File: config.mk
export PLATFORM = sky130hd
export DESIGN_NAME = memory_port_arbiter
export DESIGN_NICKNAME = d
export VERILOG_FILES = /design/src/rtl/memory_port_arbiter.sv
export SDC_FILE = /design/constraint.sdc
export NUM_CORES = 1
export LEC_CHECK = 0
export ABC_AREA = 1
export CORE_AREA = 5 5 123 125
export CTS_CLUSTER_DIAMETER = 80
export DETAILED_ROUTE_END_ITERATION = 8
export DIE_AREA = 0 0 128 130
export HOLD_SLACK_MARGIN = 0.02
export PLACE_DENSITY = 0.78
export REMOVE_ABC_BUFFERS = 1
export SETUP_SLACK_MARGIN = 0.2
export SYNTH_ARGS = -nofsm -noshare
export SYNTH_HDL_FRONTEND = slang
export SYNTH_SLANG_ARGS = --single-unit
File: constraint.sdc
create_clock -name clk_i -period 1.9 [get_ports clk_i]
set_clock_uncertainty 0.1 [all_clocks]
set_input_delay 0.285 -clock clk_i [delete_from_list [all_inputs] [get_ports clk_i]]
set_output_delay 0.285 -clock clk_i [all_outputs]
set_load 0.03 [all_outputs]
File: src/rtl/memory_port_arbiter.sv
// Shared image-RAM arbiter for camera, HPS reader, line-buffer loader and convolution write-back.
// Define MEMORY_PORT_ARBITER_RR_EN for round-robin among hps/buf/cnv; default is fixed hps > buf > cnv.
module memory_port_arbiter #(
  parameter int unsigned ADDR_W     = 16,
  parameter int unsigned DATA_W     = 32,
  parameter int unsigned STARVE_MAX = 1023
) (
  input  logic              clk_i,
  input  logic              reset_i,
  input  logic              cam_req_i,
  input  logic              cam_we_i,
  input  logic [ADDR_W-1:0] cam_addr_i,
  input  logic [DATA_W-1:0] cam_wdata_i,
  output logic              cam_gnt_o,
  input  logic              hps_req_i,
  input  logic [ADDR_W-1:0] hps_addr_i,
  output logic              hps_gnt_o,
  output logic              hps_rvalid_o,
  input  logic              buf_req_i,
  input  logic              buf_lock_i,
  input  logic [ADDR_W-1:0] buf_addr_i,
  output logic              buf_gnt_o,
  output logic              buf_rvalid_o,
  input  logic              cnv_req_i,
  input  logic [ADDR_W-1:0] cnv_addr_i,
  input  logic [DATA_W-1:0] cnv_wdata_i,
  output logic              cnv_gnt_o,
  output logic [ADDR_W-1:0] mem_addr_o,
  output logic [DATA_W-1:0] mem_wdata_o,
  output logic              mem_we_o,
  input  logic [DATA_W-1:0] mem_rdata_i,
  output logic [DATA_W-1:0] rdata_o,
  output logic [1:0]        owner_o,
  output logic              starve_o
);

  localparam int unsigned CNT_W = (STARVE_MAX < 1) ? 1 : $clog2(STARVE_MAX + 1);
  localparam logic [CNT_W-1:0] CNT_MAX = CNT_W'(STARVE_MAX);

  typedef enum logic [1:0] {
    ST_IDLE   = 2'd0,
    ST_GRANT  = 2'd1,
    ST_LOCKED = 2'd2
  } state_e;

  state_e            state_q, state_d;
  logic              lock_act;
  logic              cam_gnt;
  logic              any_gnt;
  logic [2:0]        nc_req;    // bit 0 hps, bit 1 buf, bit 2 cnv
  logic [2:0]        nc_gnt;
  logic [2:0]        pri_gnt;
  logic [ADDR_W-1:0] addr_q, addr_d;
  logic [DATA_W-1:0] wdata_q, wdata_d;
  logic [1:0]        owner_q, owner_d;
  logic              hps_rvalid_q, buf_rvalid_q;
  logic [CNT_W-1:0]  wait_q [3];
  logic              starve_c;

  assign nc_req   = {cnv_req_i, buf_req_i, hps_req_i};
  assign lock_act = (state_q == ST_LOCKED) && buf_lock_i;

`ifdef MEMORY_PORT_ARBITER_RR_EN
  logic [1:0] rr_q;

  // Round-robin pick starting at rr_q
  always_comb begin
    pri_gnt = '0;
    case (rr_q)
      2'd1: begin
        if (nc_req[1])      pri_gnt[1] = 1'b1;
        else if (nc_req[2]) pri_gnt[2] = 1'b1;
        else if (nc_req[0]) pri_gnt[0] = 1'b1;
      end
      2'd2: begin
        if (nc_req[2])      pri_gnt[2] = 1'b1;
        else if (nc_req[0]) pri_gnt[0] = 1'b1;
        else if (nc_req[1]) pri_gnt[1] = 1'b1;
      end
      default: begin
        if (nc_req[0])      pri_gnt[0] = 1'b1;
        else if (nc_req[1]) pri_gnt[1] = 1'b1;
        else if (nc_req[2]) pri_gnt[2] = 1'b1;
      end
    endcase
  end

  always_ff @(posedge clk_i) begin
    if (reset_i) begin
      rr_q <= 2'd0;
    end else if (|nc_gnt) begin
      rr_q <= nc_gnt[0] ? 2'd1 : (nc_gnt[1] ? 2'd2 : 2'd0);
    end
  end
`else
  always_comb begin
    pri_gnt = '0;
    if (nc_req[0])      pri_gnt[0] = 1'b1;
    else if (nc_req[1]) pri_gnt[1] = 1'b1;
    else if (nc_req[2]) pri_gnt[2] = 1'b1;
  end
`endif

  // State register
  always_ff @(posedge clk_i) begin
    if (reset_i) state_q <= ST_IDLE;
    else         state_q <= state_d;
  end

  // Next state: a locked buf grant opens a burst that lasts while buf_lock stays high
  always_comb begin
    state_d = ST_IDLE;
    if (nc_gnt[1] && buf_lock_i) state_d = ST_LOCKED;
    else if (lock_act)           state_d = ST_LOCKED;
    else if (any_gnt)            state_d = ST_GRANT;
  end

  // Grant decode: camera always wins, a live burst shuts out hps and cnv
  always_comb begin
    cam_gnt = 1'b0;
    nc_gnt  = '0;
    if (!reset_i) begin
      if (cam_req_i)     cam_gnt = 1'b1;
      else if (lock_act) nc_gnt  = {1'b0, buf_req_i, 1'b0};
      else               nc_gnt  = pri_gnt;
    end
    any_gnt = cam_gnt | (|nc_gnt);
  end

  // RAM command mux; address and owner hold through idle cycles
  always_comb begin
    addr_d   = addr_q;
    wdata_d  = wdata_q;
    mem_we_o = 1'b0;
    owner_d  = owner_q;
    if (cam_gnt) begin
      addr_d   = cam_addr_i;
      wdata_d  = cam_wdata_i;
      mem_we_o = cam_we_i;
      owner_d  = 2'd0;
    end else if (nc_gnt[0]) begin
      addr_d  = hps_addr_i;
      owner_d = 2'd1;
    end else if (nc_gnt[1]) begin
      addr_d  = buf_addr_i;
      owner_d = 2'd2;
    end else if (nc_gnt[2]) begin
      addr_d   = cnv_addr_i;
      wdata_d  = cnv_wdata_i;
      mem_we_o = 1'b1;
      owner_d  = 2'd3;
    end
  end

  always_ff @(posedge clk_i) begin
    if (reset_i) begin
      addr_q       <= '0;
      wdata_q      <= '0;
      owner_q      <= 2'd0;
      hps_rvalid_q <= 1'b0;
      buf_rvalid_q <= 1'b0;
    end else begin
      addr_q       <= addr_d;
      wdata_q      <= wdata_d;
      owner_q      <= owner_d;
      hps_rvalid_q <= nc_gnt[0];
      buf_rvalid_q <= nc_gnt[1];
    end
  end

  // Saturating wait counters for hps, buf, cnv
  always_ff @(posedge clk_i) begin
    for (int i = 0; i < 3; i++) begin
      if (reset_i || !nc_req[i] || nc_gnt[i]) wait_q[i] <= '0;
      else if (wait_q[i] != CNT_MAX)          wait_q[i] <= wait_q[i] + CNT_W'(1);
    end
  end

  always_comb begin
    starve_c = 1'b0;
    for (int i = 0; i < 3; i++) begin
      if (wait_q[i] == CNT_MAX) starve_c = 1'b1;
    end
  end

  assign cam_gnt_o    = cam_gnt;
  assign hps_gnt_o    = nc_gnt[0];
  assign buf_gnt_o    = nc_gnt[1];
  assign cnv_gnt_o    = nc_gnt[2];
  assign mem_addr_o   = addr_d;
  assign mem_wdata_o  = wdata_d;
  assign hps_rvalid_o = hps_rvalid_q & ~reset_i;
  assign buf_rvalid_o = buf_rvalid_q & ~reset_i;
  assign rdata_o      = mem_rdata_i;
  assign owner_o      = reset_i ? 2'd0 : owner_d;
  assign starve_o     = starve_c & ~reset_i;

endmodule

==> impl_metrics.xml <==
<?xml version="1.0" encoding="UTF-8"?>
<metrics>
  <group name="outcome">
    <metric name="run_status" unit="">finished with violations</metric>
    <metric name="violations_in_the_final_reports" unit="">negative setup slack</metric>
  </group>
  <group name="sta">
    <metric name="setup_repair_after_global_routing_missed_its_margin" unit="">yes</metric>
    <metric name="finalHoldViolations" unit="">0</metric>
    <metric name="maxClockFrequency" unit="MHz">461</metric>
    <metric name="period_share" unit="">1.14</metric>
    <metric name="worst-slew-pin-transition" unit="ns">0.396</metric>
    <metric name="slew_violations" unit="">0</metric>
    <metric name="setup_slack" unit="ns">-0.270</metric>
    <metric name="setup-tns-final" unit="ns">-13.48</metric>
    <metric name="period_needed" unit="ns">2.17</metric>
    <metric name="setup_viol_count_final" unit="">63</metric>
    <metric name="slew_headroom" unit="">0.736</metric>
  </group>
  <group name="grt">
    <metric name="first_pass_grt_wire_length" unit="mm">27.6</metric>
    <metric name="grt_usage" unit="">0.210</metric>
    <metric name="grt_pass1_vias" unit="">5563</metric>
    <metric name="globalRoute.totalOverflow" unit="">0</metric>
    <metric name="antenna_violations_before_repair" unit="">0</metric>
    <metric name="pin_count_of_the_biggest_net_entering_global_routing" unit="">34</metric>
  </group>
  <group name="drt">
    <metric name="initialDrtViolationCount" unit="">292</metric>
    <metric name="via_per_inst" unit="">4.76</metric>
    <metric name="routedWlPerCell" unit="um">15.7</metric>
    <metric name="via_count" unit="">5760</metric>
    <metric name="first_pass_iters" unit="">4</metric>
    <metric name="detail_route.wirelength" unit="mm">19.0</metric>
    <metric name="drcViolationCount" unit="">0</metric>
    <metric name="drt.antenna.violating_nets" unit="">0</metric>
  </group>
  <group name="clocking">
    <metric name="numCtsBuffers" unit="">9</metric>
    <metric name="worst_skew_pair.late_latency" unit="ns">0.34</metric>
    <metric name="clock_tree.htree_level_count" unit="">3</metric>
    <metric name="clk_path_buf_depth" unit="">2</metric>
    <metric name="worst_setup_hold_path_clk_slew" unit="ns">0.06</metric>
    <metric name="clk_tree_root_cell" unit="">sky130_fd_sc_hd__clkbuf_16</metric>
    <metric name="tritoncts_clock_tree" unit="">done</metric>
    <metric name="cts_num_sinks" unit="">84</metric>
  </group>
  <group name="floorplanning">
    <metric name="starting_density" unit="">0.367</metric>
    <metric name="rows" unit="">43</metric>
    <metric name="core_area" unit="um^2">13800</metric>
    <metric name="io_pins" unit="">258</metric>
    <metric name="chipWidth" unit="um">128</metric>
    <metric name="dieHeight" unit="um">130</metric>
    <metric name="die_area" unit="um^2">16600</metric>
  </group>
  <group name="placement">
    <metric name="place.port_buffers" unit="">193</metric>
    <metric name="half_perimeter_wire_length_after_detailed_placement" unit="mm">12.5</metric>
    <metric name="place_area" unit="um^2">7480</metric>
    <metric name="gp_congestion" unit="">0.814</metric>
  </group>
  <group name="worst_hold_path">
    <metric name="holdCritPathClass" unit="">input port to flop</metric>
  </group>
  <group name="logic_synthesis">
    <metric name="post_synth_inst_count" unit="">749</metric>
    <metric name="synth-seq-cells" unit="">84</metric>
    <metric name="synth-seq-area-share" unit="">0.393</metric>
    <metric name="ys.warnings.count" unit="">0</metric>
    <metric name="syn_area_per_cell" unit="um^2">6.74</metric>
    <metric name="ys_types" unit="">31</metric>
    <metric name="yosys.area.top_type" unit="">sky130_fd_sc_hd__dfxtp_1</metric>
    <metric name="post-synth-top-area-fraction" unit="">0.214</metric>
    <metric name="cell_area_synth" unit="um^2">5050</metric>
    <metric name="synth_area_leaders" unit="">sky130_fd_sc_hd__dfxtp_1, sky130_fd_sc_hd__edfxtp_1, sky130_fd_sc_hd__nand2_1</metric>
  </group>
  <group name="worst_setup_path">
    <metric name="critPathMaxFanout" unit="">2</metric>
    <metric name="timing.critical_path.arrival" unit="ns">1.79</metric>
    <metric name="critPathKind" unit="">flop to primary output</metric>
    <metric name="worstPathRequired" unit="ns">1.51</metric>
    <metric name="worstSetupStartpointType" unit="">flop</metric>
    <metric name="worst-r2r-setup-slack" unit="ns">-0.22</metric>
    <metric name="critical_path.endpoint_type" unit="">primary output</metric>
  </group>
  <group name="cells_and_area">
    <metric name="num-fill-cells" unit="">1125</metric>
    <metric name="design.final.nets" unit="">1195</metric>
    <metric name="insertedDiodeCount" unit="">0</metric>
    <metric name="post-route-cell-area" unit="um^2">8960</metric>
    <metric name="syn2layout_area_growth" unit="%">77.5</metric>
    <metric name="layout-drive-gt1-share" unit="">0.342</metric>
  </group>
  <group name="run">
    <metric name="maxCapViolations" unit="">0</metric>
  </group>
  <group name="power_and_ir_drop">
    <metric name="vdd_drop_max" unit="mV">0.407</metric>
    <metric name="leakagePower" unit="uW">0.00418</metric>
    <metric name="power.density" unit="nW/um^2">587</metric>
  </group>
</metrics>
==> layout make-up <==
cell class | count | area (um^2) | share of cell area
Inverter | 66 | 264 | 0.0295
Clock buffer | 11 | 275 | 0.0307
Sequential cell | 84 | 1980 | 0.221
Clock inverter | 5 | 38.8 | 0.00433
Timing Repair Buffer | 326 | 3190 | 0.356
Tap cell | 180 | 225 | 0.0251
Multi-Input combinational cell | 536 | 2980 | 0.332
Timing Repair inverter | 1 | 7.51 | 0.000838
==> Yosys cell counts <==
cell	instances
sky130_fd_sc_hd__or2_2	17
sky130_fd_sc_hd__dfxtp_1	54
sky130_fd_sc_hd__inv_4	1
sky130_fd_sc_hd__o21a_1	1
sky130_fd_sc_hd__nand2_1	223
sky130_fd_sc_hd__a21oi_1	38
sky130_fd_sc_hd__nor3_2	2
sky130_fd_sc_hd__nand2_2	4
sky130_fd_sc_hd__edfxtp_1	30
sky130_fd_sc_hd__o211ai_1	1
sky130_fd_sc_hd__clkinv_1	1
sky130_fd_sc_hd__nor2_2	1
sky130_fd_sc_hd__nor2_4	2
sky130_fd_sc_hd__buf_6	3
sky130_fd_sc_hd__buf_2	12
sky130_fd_sc_hd__nand3b_1	1
sky130_fd_sc_hd__nor3b_1	4
sky130_fd_sc_hd__xor2_1	8
sky130_fd_sc_hd__xnor2_1	5
sky130_fd_sc_hd__nand3_4	1
sky130_fd_sc_hd__nor2_1	149
sky130_fd_sc_hd__a31oi_1	2
sky130_fd_sc_hd__nor3_4	1
sky130_fd_sc_hd__buf_4	36
sky130_fd_sc_hd__nor3_1	4
sky130_fd_sc_hd__inv_1	60
sky130_fd_sc_hd__ha_1	3
sky130_fd_sc_hd__inv_2	4
sky130_fd_sc_hd__clkbuf_1	13
sky130_fd_sc_hd__nand4_1	21
sky130_fd_sc_hd__nand3_1	47
==> state kept, by name (all words and copies together), names as in the netlist <==
signal / flops
addr_q: 16
buf_rvalid_q: 1
hps_rvalid_q: 1
owner_q: 2
state_q: 2
wait_q: 30
wdata_q: 32
==> critical path, cell delays in order, from the launching register on <==
cell and delay (ns):
sky130_fd_sc_hd__edfxtp_1 0.40, sky130_fd_sc_hd__ha_4 0.17, sky130_fd_sc_hd__nand3_4 0.09, sky130_fd_sc_hd__nor2_4 0.11, sky130_fd_sc_hd__nand2_2 0.08, sky130_fd_sc_hd__nor2_4 0.12
sky130_fd_sc_hd__nand3_2 0.12, sky130_fd_sc_hd__nand3_2 0.11, sky130_fd_sc_hd__nand2_1 0.06, sky130_fd_sc_hd__inv_1 0.06, sky130_fd_sc_hd__buf_6 0.12
==> cell usage in the layout (no fill, tap or decap), types with 6 or more instances in the layout <==
master / synthesis / routed
sky130_fd_sc_hd__nand2_2: 4 / 30
sky130_fd_sc_hd__clkdlybuf4s50_1: 0 / 129
sky130_fd_sc_hd__nor3_4: 1 / 6
sky130_fd_sc_hd__nand4_1: 21 / 21
sky130_fd_sc_hd__xor2_1: 8 / 8
sky130_fd_sc_hd__edfxtp_1: 30 / 30
sky130_fd_sc_hd__nand3_1: 47 / 27
sky130_fd_sc_hd__clkbuf_16: 0 / 13
sky130_fd_sc_hd__inv_1: 60 / 50
sky130_fd_sc_hd__or2_2: 17 / 17
sky130_fd_sc_hd__buf_12: 0 / 11
sky130_fd_sc_hd__a21oi_1: 38 / 35
sky130_fd_sc_hd__nand3_2: 0 / 17
sky130_fd_sc_hd__nor2_1: 149 / 125
sky130_fd_sc_hd__dfxtp_1: 54 / 52
sky130_fd_sc_hd__buf_6: 3 / 42
sky130_fd_sc_hd__nor2_4: 2 / 24
sky130_fd_sc_hd__inv_2: 4 / 11
sky130_fd_sc_hd__nand2_4: 0 / 8
sky130_fd_sc_hd__buf_4: 36 / 129
sky130_fd_sc_hd__nand2_1: 223 / 188
==> per-layer routing <==
metal | global-route usage | share of wire | vias to the layer above
met2 | 0.349 | 0.48 | 235
met4 | 0.0524 | 0.014 | 2
met5 | 0.0412 | 0.0033 | -
met1 | 0.244 | 0.40 | 2622
li1 | - | - | 2878
met3 | 0.0991 | 0.10 | 23
==> power by group <==
| group | switching [uW] | internal (uW) | total (uW) |
|---|---|---|---|
| Combinational | 723 | 747 | 1470 |
| Clock | 784 | 1060 | 1840 |
| Sequential | 25.8 | 1930 | 1950 |
==> logic make-up after synthesis <==
group           count (synthesis)  share of synthesized area
compound gates                 42                     0.0431
xor+xnor                       13                     0.0226
fa+ha+maj                       3                    0.00744
buf+inv                       130                      0.131
flops                          84                      0.393
simple gates                  477                      0.403
==> through the flow <==
stage / setup slack, ns / hold WS (ns) / utilization / total power (uW) / cells
final: -0.270 / 0.345 / 0.651 / 5260 / 1209
after detailed placement: -0.510 / 0.382 / 0.543 / 3250 / 1150
after global placement: -0.471 / 0.376 / 0.543 / 3240 / 1150
after floorplan: -1.37 / 0.254 / - / 2530 / 685
after global routing: -0.421 / 0.354 / 0.651 / 5500 / 1209
after CTS: -0.293 / 0.291 / 0.608 / 5230 / 1195
==> worst paths after layout <==
check / start / endpoint / depth (start not counted)
worst max-delay path: wait_q[2][0] / starve_o / 10
worst min-delay path: buf_lock_i / state_q[1] / 3
worst max register to register: state_q[0] / addr_q[10] / 16
worst min register to register: owner_q[1] / owner_q[1] / 2
==> timing repair <==
| item | CTS | global route |
|---|---|---|
| buffers inserted | 23 | 12 |
| pin swaps | 34 | 31 |
| setup endpoints to repair | 135 | 124 |
| hold buffers | 0 | 0 |
| resized for setup | 94 | 127 |
| cloned | 6 | 2 |
No activity file was read; power rests on OpenSTA's default activity.
==> patch: new RTL, config.mk and constraints unchanged <==
The 3 states of `state_e` get a one-hot encoding in 3 bits.
--- a/src/rtl/memory_port_arbiter.sv
+++ b/src/rtl/memory_port_arbiter.sv
@@ -39,6 +39,6 @@
 
-  typedef enum logic [1:0] {
-    ST_IDLE   = 2'd0,
-    ST_GRANT  = 2'd1,
-    ST_LOCKED = 2'd2
+  typedef enum logic [2:0] {
+    ST_IDLE   = 3'b001,
+    ST_GRANT  = 3'b010,
+    ST_LOCKED = 3'b100
   } state_e;
Formal check against the unedited RTL: same outputs for any inputs over 4 cycles, from zero or initial values and one cycle with reset_i high; so few cycles prove little.
==> patch against the original RTL <==
Register-to-register slack got worse by 0.09 ns; sequential cell count increased by 1; setup slack got worse by 0.067 ns; fmax decreased by 3.0%; highest routed layer unchanged; non-clock buffer count increased by 74; routed wire length increased by 42%; cell count increased by 10%; via count increased by 21%; design area increased by 17%; the run still ends with setup timing left; power increased by 9.1%; hold slack got worse by 0.0039 ns; synthesized area increased by 4.2%.
==> patch: results (changes against the original RTL) <==
<table>
<tr><th>Metric</th><th>Value</th></tr>
<tr><th colspan="2">Setup path</th></tr>
<tr><td>Critical R2R Capture</td><td>wdata_q[28]$_SDFF_PP0_ (was addr_q[10]$_SDFF_PP0_)</td></tr>
<tr><td>Max Fanout on Critical Path</td><td>7 (was 2)</td></tr>
<tr><td>Worst reg2reg path startpoint</td><td>state_q[2]$_SDFF_PP0_ (was state_q[0]$_SDFF_PP0_)</td></tr>
<tr><td>Cell with the largest stage delay on the worst path</td><td>dfxtp_2 (was edfxtp_1)</td></tr>
<tr><th colspan="2">Outcome</th></tr>
<tr><td>Status</td><td>complete, but fails checks (unchanged)</td></tr>
<tr><td>Failing checks</td><td>setup timing (unchanged)</td></tr>
<tr><th colspan="2">Placed design</th></tr>
<tr><td>Final HPWL DP</td><td>14070 µm (was 12530 µm)</td></tr>
<tr><td>Post-Place Worst Slack</td><td>-0.4706 ns (was -0.5098 ns)</td></tr>
<tr><th colspan="2">STA</th></tr>
<tr><td>Actual transition at the worst max-transition pin</td><td>0.5341 ns (was 0.3958 ns)</td></tr>
<tr><td>Setup slack after layout</td><td>-0.3375 ns (was -0.2702 ns)</td></tr>
<tr><td>Final setup violation count</td><td>83 (was 63)</td></tr>
<tr><th colspan="2">Pwr</th></tr>
<tr><td>Standby leakage power</td><td>4.887 nW (was 4.179 nW)</td></tr>
<tr><th colspan="2">Global routing</th></tr>
<tr><td>Pin count of the biggest net entering global routing</td><td>35 (was 34)</td></tr>
<tr><td>Total Routing Usage GR</td><td>0.2649 (was 0.2104)</td></tr>
<tr><th colspan="2">Routing</th></tr>
<tr><td>Routed WL per cell</td><td>20.21 µm (was 15.72 µm)</td></tr>
<tr><td>Detailed Routing Iterations Pass 1</td><td>5 (was 4)</td></tr>
<tr><th colspan="2">Worst hold path</th></tr>
<tr><td>Startpoint of the worst hold path</td><td>reset_i (was buf_lock_i)</td></tr>
<tr><td>Endpoint of the worst hold path</td><td>addr_q[3]$_SDFF_PP0_ (was state_q[1]$_SDFF_PP0_)</td></tr>
<tr><th colspan="2">Final layout</th></tr>
<tr><td>Final net count</td><td>1319 (was 1195)</td></tr>
<tr><th colspan="2">Synthesis</th></tr>
<tr><td>Number of distinct standard cells referenced by the synthesized netlist</td><td>30 (was 31)</td></tr>
</table>
==> patch: cell types whose count changed after synthesis, sizes merged, moves of 3 or more <==
cell    change
inv        +58
nor2       -44
o21ai      +38
nand2      +32
nand4      -18
or2        -17
nor3        +5
nor3b       -4
buf         +3
clkbuf      -3
==> patch: through the flow <==
| stage | cell area, µm² | setup TNS (ns) | util |
|---|---|---|---|
| global placement | 7741 | -36.48 | 0.5620 |
| global route | 10480 | -23.18 | 0.7608 |
| detailed placement | 7741 | -43.20 | 0.5620 |
| CTS | 9403 | -10.71 | 0.6827 |
| finish | 10480 | -16.76 | 0.7610 |
| floorplan | 4806 | -103.46 | - |
==> patch: area by class of cell <==
cell class,count,area [µm²],share of cell area
repair buffers,400,4184,0.3992
multi-input cells,529,3283,0.3132
flip-flops and latches,85,2004,0.1912
inverters,123,486.7,0.04644
clock buffers,13,250.2,0.02387
well taps,180,225.2,0.02149
clock inverters,3,45.04,0.004297
diodes,1,2.502,0.0002387
==> patch: kinds of logic (layout without fill, tap and decap cells) <==
logic type	Yosys count	after routing
compound gates	80	81
flops	85	85
other cells	0	1
buf+inv	187	539
simple gates	433	435
xor+xnor	10	10
fa+ha+maj	3	3
==> patch: critical path: cells and delay by family, from the launching register on <==
kind	cells	cell delay, ns
buf+inv	4	0.50
flops	1	0.33
simple gates	8	0.67
==> patch: how the worst max path moves through the flow <==
stage | from | endpoint | slack, ns
after floorplan | buf_lock_i | owner_o[0] | -1.42
after global placement | buf_lock_i | mem_addr_o[2] | -0.46
after detailed placement | buf_lock_i | mem_addr_o[12] | -0.47
after CTS | state_q[0]$_SDFF_PP1_ | mem_addr_o[12] | -0.25
after global routing | state_q[1]$_SDFF_PP0_ | mem_addr_o[9] | -0.46
final | state_q[1]$_SDFF_PP0_ | mem_addr_o[9] | -0.34
==> patch: report_power, final <==
group          internal [mW]  leakage (nW)  switching [mW]
Clock                   1.06         0.144           0.741
Combinational           1.00          3.92           0.941
Sequential              1.95         0.820          0.0473
==> patch: layer usage <==
metal,vias up,routed length (µm),part of all wire,GRT usage
li1,3132,-,-,-
met5,-,60,0.0022,0.03235
met2,482,12920,0.48,0.4458
met4,2,1249,0.046,0.08739
met1,3258,9796,0.36,0.2954
met3,108,2940,0.11,0.1240
==> patch: repair_timing <==
action / CTS / global route
pin swaps: 70 / 88
resized for setup: 201 / 230
endpoints found under the hold margin: 0 / 0
endpoints found under the setup margin: 126 / 134
setup buffers: 71 / 24
cloned: 9 / 4
